**src/rtl/mem_strobe_pkg.sv**
```systemverilog
// Shared types and defaults for the strobe-bus slave.
// Optional drop counter enabled by MEM_STROBE_SLV_DROPCNT_EN (see mem_strobe_slv).
package mem_strobe_pkg;

  localparam int AW_DEF    = 16;
  localparam int DW_DEF    = 8;
  localparam int DEPTH_DEF = 4;

  typedef enum logic [1:0] {ACC_NONE, ACC_RD, ACC_WR} acc_kind_e;

  // Command layout at default widths; the top re-declares it with its own AW/DW.
  typedef struct packed {
    logic              we;
    logic [AW_DEF-1:0] addr;
    logic [DW_DEF-1:0] wdata;
  } cmd_t;

  function automatic acc_kind_e decode_acc(input logic start, input logic web, input logic oeb);
    if (!start)    return ACC_NONE;
    if (!web)      return ACC_WR;
    if (!oeb)      return ACC_RD;
    return ACC_NONE;
  endfunction

endpackage

```
**src/rtl/mem_strobe_fifo.sv**
```systemverilog
// Command FIFO: DEPTH entries, head presented combinationally, push accepted
// when full only if a pop happens on the same edge.
module mem_strobe_fifo #(
  parameter int DEPTH = 4,
  parameter int W     = 25
) (
  input  logic         clk,
  input  logic         rst_n,
  input  logic         push,
  input  logic         pop,
  input  logic [W-1:0] din,
  output logic [W-1:0] dout,
  output logic         full,
  output logic         empty,
  output logic         empty_nxt
);

  localparam int PW = $clog2(DEPTH);

  logic [W-1:0] mem [DEPTH];
  logic [PW:0]  wr_ptr, rd_ptr, count, count_nxt;
  logic         push_ok, pop_ok;

  assign empty   = (wr_ptr == rd_ptr);
  assign full    = (wr_ptr[PW] != rd_ptr[PW]) && (wr_ptr[PW-1:0] == rd_ptr[PW-1:0]);
  assign pop_ok  = pop & ~empty;
  assign push_ok = push & (~full | pop_ok);
  assign dout    = mem[rd_ptr[PW-1:0]];

  assign count     = wr_ptr - rd_ptr;
  assign count_nxt = count + {{PW{1'b0}}, push_ok} - {{PW{1'b0}}, pop_ok};
  assign empty_nxt = (count_nxt == '0);

  always_ff @(posedge clk or negedge rst_n) begin
    if (!rst_n) begin
      wr_ptr <= '0;
      rd_ptr <= '0;
    end else begin
      if (push_ok) wr_ptr <= wr_ptr + {{PW{1'b0}}, 1'b1};
      if (pop_ok)  rd_ptr <= rd_ptr + {{PW{1'b0}}, 1'b1};
    end
  end

  // Storage needs no reset: pointers define validity.
  always_ff @(posedge clk) begin
    if (push_ok) mem[wr_ptr[PW-1:0]] <= din;
  end

endmodule

```
**src/rtl/mem_strobe_slv.sv**
```systemverilog
// Strobe-bus slave: edge-detects a select, queues commands to a ready/valid
// backend and returns in-order read data. Define MEM_STROBE_SLV_DROPCNT_EN for drop_cnt.
import mem_strobe_pkg::*;

module mem_strobe_slv #(
  parameter int AW    = AW_DEF,
  parameter int DW    = DW_DEF,
  parameter int DEPTH = DEPTH_DEF
) (
  input  logic          clk,
  input  logic          rst_n,
  input  logic [AW-1:0] addr,
  input  logic [DW-1:0] idata,
  input  logic          ce,
  input  logic          csb,
  input  logic          web,
  input  logic          oeb,
  output logic [DW-1:0] odata,
  output logic          req_valid,
  output logic          req_we,
  output logic [AW-1:0] req_addr,
  output logic [DW-1:0] req_wdata,
  input  logic          req_ready,
  input  logic          rsp_valid,
  input  logic [DW-1:0] rsp_rdata,
  output logic          busy,
  output logic          ovf
`ifdef MEM_STROBE_SLV_DROPCNT_EN
  ,output logic [7:0]   drop_cnt
`endif
);

  localparam int CW = $clog2(DEPTH) + 2;

  typedef struct packed {
    logic          we;
    logic [AW-1:0] addr;
    logic [DW-1:0] wdata;
  } slv_cmd_t;

  logic      sel, sel_q, start;
  acc_kind_e acc;
  slv_cmd_t  push_cmd, head;
  logic      push, pop, full, empty, empty_nxt, drop;
  logic      rd_pop, rsp_ok;
  logic [CW-1:0] rd_cnt, rd_cnt_nxt;

  assign sel   = ce & ~csb;
  assign start = sel & ~sel_q;
  assign acc   = decode_acc(start, web, oeb);
  assign push  = (acc != ACC_NONE);

  always_comb begin
    push_cmd.we    = (acc == ACC_WR);
    push_cmd.addr  = addr;
    push_cmd.wdata = (acc == ACC_WR) ? idata : '0;
  end

  mem_strobe_fifo #(.DEPTH(DEPTH), .W($bits(slv_cmd_t))) u_fifo (
    .clk       (clk),
    .rst_n     (rst_n),
    .push      (push),
    .pop       (pop),
    .din       (push_cmd),
    .dout      (head),
    .full      (full),
    .empty     (empty),
    .empty_nxt (empty_nxt)
  );

  assign req_valid = ~empty;
  assign req_we    = head.we;
  assign req_addr  = head.addr;
  assign req_wdata = head.wdata;
  assign pop       = req_valid & req_ready;
  assign drop      = push & full & ~pop;

  // A response with nothing outstanding is stray (e.g. after reset) and ignored.
  assign rd_pop = pop & ~head.we;
  assign rsp_ok = rsp_valid & (rd_cnt != '0);

  always_comb begin
    rd_cnt_nxt = rd_cnt;
    case ({rd_pop, rsp_ok})
      2'b10:   rd_cnt_nxt = rd_cnt + CW'(1);
      2'b01:   rd_cnt_nxt = rd_cnt - CW'(1);
      default: rd_cnt_nxt = rd_cnt;
    endcase
  end

  always_ff @(posedge clk or negedge rst_n) begin
    if (!rst_n) begin
      sel_q  <= 1'b0;
      rd_cnt <= '0;
      odata  <= '0;
      ovf    <= 1'b0;
      busy   <= 1'b0;
    end else begin
      sel_q  <= sel;
      rd_cnt <= rd_cnt_nxt;
      busy   <= ~empty_nxt | (rd_cnt_nxt != '0);
      if (rsp_ok) odata <= rsp_rdata;
      if (drop)   ovf   <= 1'b1;
    end
  end

`ifdef MEM_STROBE_SLV_DROPCNT_EN
  always_ff @(posedge clk or negedge rst_n) begin
    if (!rst_n)                       drop_cnt <= 8'd0;
    else if (drop && drop_cnt != 8'hFF) drop_cnt <= drop_cnt + 8'd1;
  end
`endif

endmodule
```
**config.mk**
```make
export PLATFORM = sky130hd
export DESIGN_NAME = mem_strobe_slv
export DESIGN_NICKNAME = d
export VERILOG_FILES = /design/src/rtl/mem_strobe_pkg.sv /design/src/rtl/mem_strobe_fifo.sv /design/src/rtl/mem_strobe_slv.sv
export SDC_FILE = /design/constraint.sdc
export NUM_CORES = 1
export LEC_CHECK = 0
export CORE_AREA = 2 2 157 113
export DETAILED_ROUTE_END_ITERATION = 6
export DIE_AREA = 0 0 159 115
export PLACE_DENSITY = 0.46
export SYNTH_ARGS = -nofsm -noshare
export SYNTH_HDL_FRONTEND = slang
export SYNTH_HIERARCHICAL = 1
export SYNTH_SLANG_ARGS = --single-unit
```
**constraint.sdc**
```tcl
create_clock -name clk -period 6.6 [get_ports clk]
set_input_delay 0.66 -clock clk [delete_from_list [all_inputs] [get_ports clk]]
set_output_delay 0.66 -clock clk [all_outputs]
set_load 0.01 [all_outputs]
```
==> results of run 1 <==
==> registers in the layout, indices dropped and copies added, names as in the netlist <==
register	count
ovf	1
u_fifo/wr_ptr	3
u_fifo/rd_ptr	3
sel_q	1
rd_cnt	4
odata	8
busy	1
u_fifo/mem	100
==> cell usage after synthesis (all sizes together) (2+ instances only) <==
library cell	instances	area, µm²
or3b	2	17.52
inv	11	41.29
o31ai	2	20.02
clkbuf	3	11.26
nor2b	5	31.28
a21oi	4	23.77
o41ai	3	63.81
dfrtp	21	525.5
nor2	5	18.77
mux4	25	563.0
nor3	4	20.02
mux2	3	37.53
nand2b	2	12.51
and2	8	50.05
nand2	27	101.4
xor2	4	61.32
xnor2	9	78.83
fa	2	40.04
ha	9	112.6
buf	5	37.53
edfxtp	100	3003
==> final timing paths <==
kind / cells past startpoint / startpoint / slack [ns] / to
worst max-delay path: 14 / u_fifo/rd_ptr[1] / 2.37 / busy
worst min-delay path: 1 / ovf / 0.45 / ovf
worst max register to register: 14 / u_fifo/rd_ptr[1] / 2.37 / busy
worst min register to register: 1 / ovf / 0.45 / ovf
max in group asynchronous: 1 / rst_n / 5.07 / u_fifo/rd_ptr[0]
min in group asynchronous: 1 / rst_n / 0.83 / odata[2]
==> per-layer routing <==
layer  vias up  track usage (%)  share of wire (%)  wire length, µm
met5         -                0                  0                0
met4         0            4.727                1.2              117
met3         8            3.463                4.1              397
met2        54            17.36                 47             4514
met1      1300            15.48                 48             4639
li1       1198                -                  -                -
==> stage by stage <==
stage / util, % / setup WS (ns) / instances / hold slack [ns]
after floorplan: - / 3.011 / 263 / 0.3644
after global placement: 35.57 / 2.423 / 562 / 0.4438
after detailed placement: 35.57 / 2.332 / 562 / 0.4469
after CTS: 39.24 / 2.308 / 594 / 0.4577
after global routing: 39.24 / 1.972 / 594 / 0.4839
final: 39.24 / 2.373 / 594 / 0.4518
==> power by group through the flow <==
stage,registers (mW),clock network (mW),logic [mW]
after floorplan,1.01,0,0.621
after global placement,1.05,0,0.954
after detailed placement,1.06,0,0.957
after CTS,1.04,0.986,0.961
after global routing,1.05,1.02,1.03
final,1.04,0.960,0.938
==> logic make-up (layout without fill, tap and decap cells) <==
| logic type | Yosys count | count (layout) | share of synthesized area [%] |
|---|---|---|---|
| flops | 121 | 121 | 71.32 |
| simple gates | 57 | 57 | 5.792 |
| mux | 28 | 28 | 12.14 |
| buf+inv | 19 | 119 | 1.821 |
| compound gates | 14 | 14 | 3.010 |
| xor+xnor | 13 | 13 | 2.833 |
| fa+ha+maj | 11 | 11 | 3.086 |
==> worst max-delay path, cell delays in order, from the launching register on <==
cell and delay, ns:
dfrtp_2 0.89, xor2_4 0.33, nor3_1 0.14, nor2b_1 0.52, o31ai_2 0.23, fa_1 0.40, inv_1 0.07, fa_1 0.40
inv_1 0.07, ha_1 0.16, xnor2_1 0.13, xnor2_1 0.08, nor3_1 0.14, nor3b_1 0.18, or3b_1 0.35
==> layout make-up <==
| type | count | area [µm²] |
|---|---|---|
| Multi-Input combinational cell | 123 | 1363 |
| Fill cell | 1588 | 10220 |
| Clock buffer | 17 | 425.4 |
| Tap cell | 231 | 289.0 |
| Timing Repair Buffer | 76 | 758.2 |
| Clock inverter | 15 | 191.4 |
| Sequential cell | 121 | 3531 |
| Inverter | 11 | 41.29 |
==> cells in the final DEF (no fill, tap or decap), types with 3 or more instances in the layout <==
cell	netlist	layout
edfxtp_1	100	100
nor2_4	0	3
clkdlybuf4s50_1	0	75
nand2_1	27	27
nor3_1	4	4
inv_6	0	4
inv_1	10	10
bufinv_16	0	3
mux4_2	25	25
clkbuf_16	0	17
ha_1	9	9
dfrtp_1	21	19
clkinvlp_4	0	3
nor2b_1	5	5
xnor2_1	9	9
and2_1	8	8
==> run_results.csv, run 1 <==
group,metric,value,unit
run_status,outcome,"completed",
clock_network,cts.repair.resized,0,
sta,fmaxAchievable,0.2366,GHz
critical_path,cp.arrival,4.51,ns
power_and_ir_drop,internal_power,2.033,mW
clock_network,cts_sinks,121,
sta,slew_headroom,30.26,%
critical_path,crit_fanout,29,
synth,ys_seq_area_share,71.32,%
power_and_ir_drop,total_power,2.936,mW
place,place_area,5982,µm²
clock_network,htree_levels,4,
floorplan,die_area,18290,µm²
route,drc,0,
synth,syn_inst,263,
clock_network,clockBufferDepth,2,
sta,tns,0,ns
layout,finalNetCount,401,
place,dp_hpwl,5955,µm
synth,ys_seq_elements,121,
floorplan,core,16820,µm²
route,ant_nets,0,
global_route,antenna_found_initial,0,
route,avgViaCountPerCell,4.310,
power_and_ir_drop,powerDensity,445.0,nW/µm²
route,drt_iter0_drc,112,
synth,ys_warn_count,6,
route,dr.pass1.iters,4,
clock_network,postCtsHoldBufs,0,
route,drt_wl_total,9669,µm
place,gp_congestion,0.7083,
layout,final_area,6599,µm²
synth,syn_area_per_cell,18.81,µm²
floorplan,dieWidth,159,µm
place,io_buffers,75,
sta,fin_crit_sh,64.05,%
route,vias,2560,
clock_network,clk_pin_slew,0.06,ns
floorplan,ios,76,
synth,syn_nets,314,
global_route,grtUsageTotal,11.44,%
synth,synth_edf_count,100,
critical_path,required,6.88,ns
floorplan,row_count,40,
sta,setup_viol,0,
global_route,overflow,0,
floorplan,die_h,115,µm
sta,hold_viol_final,0,
sta,fin_crit,4.227,ns
layout,drive_gt1_share,20.11,%
power_and_ir_drop,p_leak,2.288,nW
job,max_cap_viol_count,0,
sta,slew_violations,0,
synth,ys.flop_type,"edfxtp_1",
global_route,first_global_vias,2724,
layout,n_antenna_cell,0,
critical_path,end_kind,"flop",
clock_network,post-cts-setup-buffer-count,0,
power_and_ir_drop,irDropWorstVdd,0.1924,mV
global_route,grt_max_degree,30,
synth,syn_area,4947,µm²
clock_network,cts_buffers,17,
clock_network,clock_latency,0.41,ns
floorplan,start_util,29.42,%
layout,flow.area_growth_from_synthesis,33.38,%
clock_network,clockRootBuffer,"clkbuf_16",
power_and_ir_drop,switching_share,30.76,%
synth,synth.distinct_cells,40,
critical_path,worstSetupStartpointType,"flop",
power_and_ir_drop,comb_power_share,31.9,%
critical_path,critPathKind,"flop to flop",
power_and_ir_drop,p_switching,903.3,µW
sta,skew,0.005147,ns
synth,synthArstFlopShare,17.36,%
power_and_ir_drop,p_seq_share,35.4,%
worst_hold_path,hp-class,"flop to flop",
sta,rsz0062_at_grt,"no",
sta,worst_pin_slew,1.043,ns
clock_network,cts_tree,"done",
power_and_ir_drop,clock_power_share,32.7,%
global_route,grt_pass1_wl,15460,µm
route,wl_per_cell,16.28,µm
(Power assumes the default switching activity.)
==> run 2, diff against run 1 <==
==> constraint.sdc (replaced) <==
create_clock -name clk -period 4.3 [get_ports clk]
set_input_delay 0.43 -clock clk [delete_from_list [all_inputs] [get_ports clk]]
set_output_delay 0.43 -clock clk [all_outputs]
set_load 0.01 [all_outputs]
==> run 2 against run 1 <==
Cell count up 0.84%. Sequential power up 48%. Worst setup slack worse by 1.8 ns. Cell area down 0.42%. Register-to-register slack worse by 1.8 ns. Via count up 0.27%. Clock power up 36%. Sequential share of layout area up 0.22 points. Maximum frequency up 14%. Critical path depth up 1. Critical path type unchanged. Critical endpoint unchanged. Largest power group unchanged.
==> run_results.csv, run 2 (synthesized netlist as in run 1, its figures left out) <==
group,metric,value,unit
critical_path,worstSetupStartpointType,"flop",
run_status,outcome,"completed",
layout,regArea,3531,µm²
layout,finalNetCount,407,
route,drt_iter0_drc,168,
critical_path,end_kind,"flop",
critical_path,r2r_setup_slack,0.58,ns
place,dp_hpwl,6168,µm
clock_network,cts.repair.resized,0,
global_route,first_global_vias,2737,
place,place_area,6027,µm²
clock_network,cts_buffers,17,
place,io_buffers,75,
global_route,grt_pass1_wl,15320,µm
critical_path,critPathKind,"flop to flop",
critical_path,crit_fanout,7,
sta,fmaxAchievable,0.2689,GHz
power_and_ir_drop,powerDensity,665.9,nW/µm²
layout,most-common-layout-cells,"100 x edfxtp_1, 75 x clkdlybuf4s50_1, 27 x nand2_1, 25 x mux4_2, 19 x dfrtp_1",
route,ant_nets,0,
sta,setup_ws,0.5807,ns
worst_hold_path,hp-start,"ovf",
route,wl_per_cell,16.27,µm
sta,fin_crit_sh,86.50,%
route,dr.pass1.iters,4,
sta,tns,0,ns
sta,rsz0062_at_grt,"no",
global_route,grtUsageTotal,11.37,%
critical_path,r2r-end,"busy",
clock_network,postCtsHoldBufs,0,
power_and_ir_drop,irDropWorstVdd,0.2614,mV
sta,setup_viol,0,
place,gp_congestion,0.6945,
global_route,antenna_found_initial,0,
clock_network,cts_sinks,121,
critical_path,r2r-start,"u_fifo/wr_ptr[2]",
worst_hold_path,hp-class,"flop to flop",
sta,slew_violations,0,
clock_network,post-cts-setup-buffer-count,0,
floorplan,core,16820,µm²
power_and_ir_drop,total_power,4.376,mW
sta,fin_crit,3.719,ns
clock_network,cts_tree,"done",
layout,final_util,39.08,%
route,drt_wl_total,9746,µm
floorplan,dieWidth,159,µm
critical_path,required,4.58,ns
clock_network,clockRootBuffer,"clkbuf_16",
sta,hold_viol_final,0,
layout,nFillCells,1583,
layout,largest_reg_flops,100,
sta,skew,0.004461,ns
sta,worst_pin_slew,1.040,ns
floorplan,start_util,29.42,%
floorplan,ios,76,
clock_network,clockBufferDepth,2,
layout,final_area,6571,µm²
clock_network,htree_levels,4,
route,drc,0,
route,vias,2567,
clock_network,clk_pin_slew,0.05,ns
clock_network,clock_latency,0.40,ns
global_route,overflow,0,
worst_hold_path,holdPathStages,1,
critical_path,ff2ff_path_depth,15,
layout,multi_input_area,1363,µm²
power_and_ir_drop,p_leak,2.291,nW
layout,mostFrequentLayoutCell,"edfxtp_1",
layout,n_antenna_cell,0,
sta,slew_headroom,30.46,%
critical_path,cp.arrival,4.00,ns
global_route,grt_max_degree,29,
place,pre_cts_ws,0.5956,ns
worst_hold_path,min_delay_worst_endpoint,"ovf",
floorplan,row_count,40,
layout,flow.area_growth_from_synthesis,32.83,%
job,max_cap_viol_count,0,
layout,drive_gt1_share,19.84,%
floorplan,die_h,115,µm
route,avgViaCountPerCell,4.285,
floorplan,die_area,18290,µm²
-- run 2: cell types whose count changed in the layout (fill, tap and decap cells not counted), sizes merged --
cell | previous run | this run
clkinv | 3 | 7
bufinv | 3 | 2
buf | 1 | 7
clkinvlp | 3 | 1
inv | 17 | 11
clkbuf | 17 | 21
-- run 2: worst max-delay path by stage --
stage,slack (ns),end,cells after the start,startpoint
final,0.58,busy,15,u_fifo/wr_ptr[2]
after global routing,0.32,busy,15,u_fifo/rd_ptr[2]
after CTS,0.56,busy,15,u_fifo/wr_ptr[2]
after detailed placement,0.60,busy,15,u_fifo/wr_ptr[2]
after global placement,0.73,busy,15,u_fifo/wr_ptr[2]
after floorplan,0.71,busy,15,u_fifo/rd_ptr[0]
-- run 2: where the power goes --
part | leakage, nW | total (mW) | internal (mW) | switching (mW)
clock network | 0.266 | 1.31 | 0.840 | 0.468
registers | 1.16 | 1.54 | 1.42 | 0.114
logic | 0.867 | 1.53 | 0.789 | 0.744
total | 2.29 | 4.38 | 3.05 | 1.33
-- run 2: cell type report --
type                       instances  share of cell area, %
sequential                       121                  53.73
multi-input combinational        123                  20.74
timing repair buffer              82                  12.22
clock buffer                      21                  6.702
tap                              231                  4.398
clock inverter                    10                  1.580
inverter                          11                 0.6283
-- run 2: through the flow --
step           hold slack [ns]  std cells
2_1_floorplan           0.1344        263
3_3_place_gp            0.4518        568
3_5_place_dp            0.4603        568
4_1_cts                 0.4698        599
5_1_grt                 0.4908        599
6_report                0.4665        599
-- run 2: critical path: stages, from the launching register on --
cell and delay [ns]:
dfrtp_1 0.43, xor2_1 0.56, nor3_1 0.15, nor2b_1 0.14, buf_4 0.17, o31ai_2 0.12, fa_1 0.39, inv_1 0.08
fa_1 0.40, inv_1 0.07, ha_1 0.16, xnor2_1 0.14, xnor2_1 0.09, nor3_1 0.17, nor3b_1 0.18, or3b_1 0.36
-- run 2: per-layer routing --
metal | GRT usage, % | routed length [µm]
met5 | 0 | 0
met4 | 4.545 | 107
met3 | 4.076 | 423
met2 | 17.83 | 4635
met1 | 14.57 | 4579
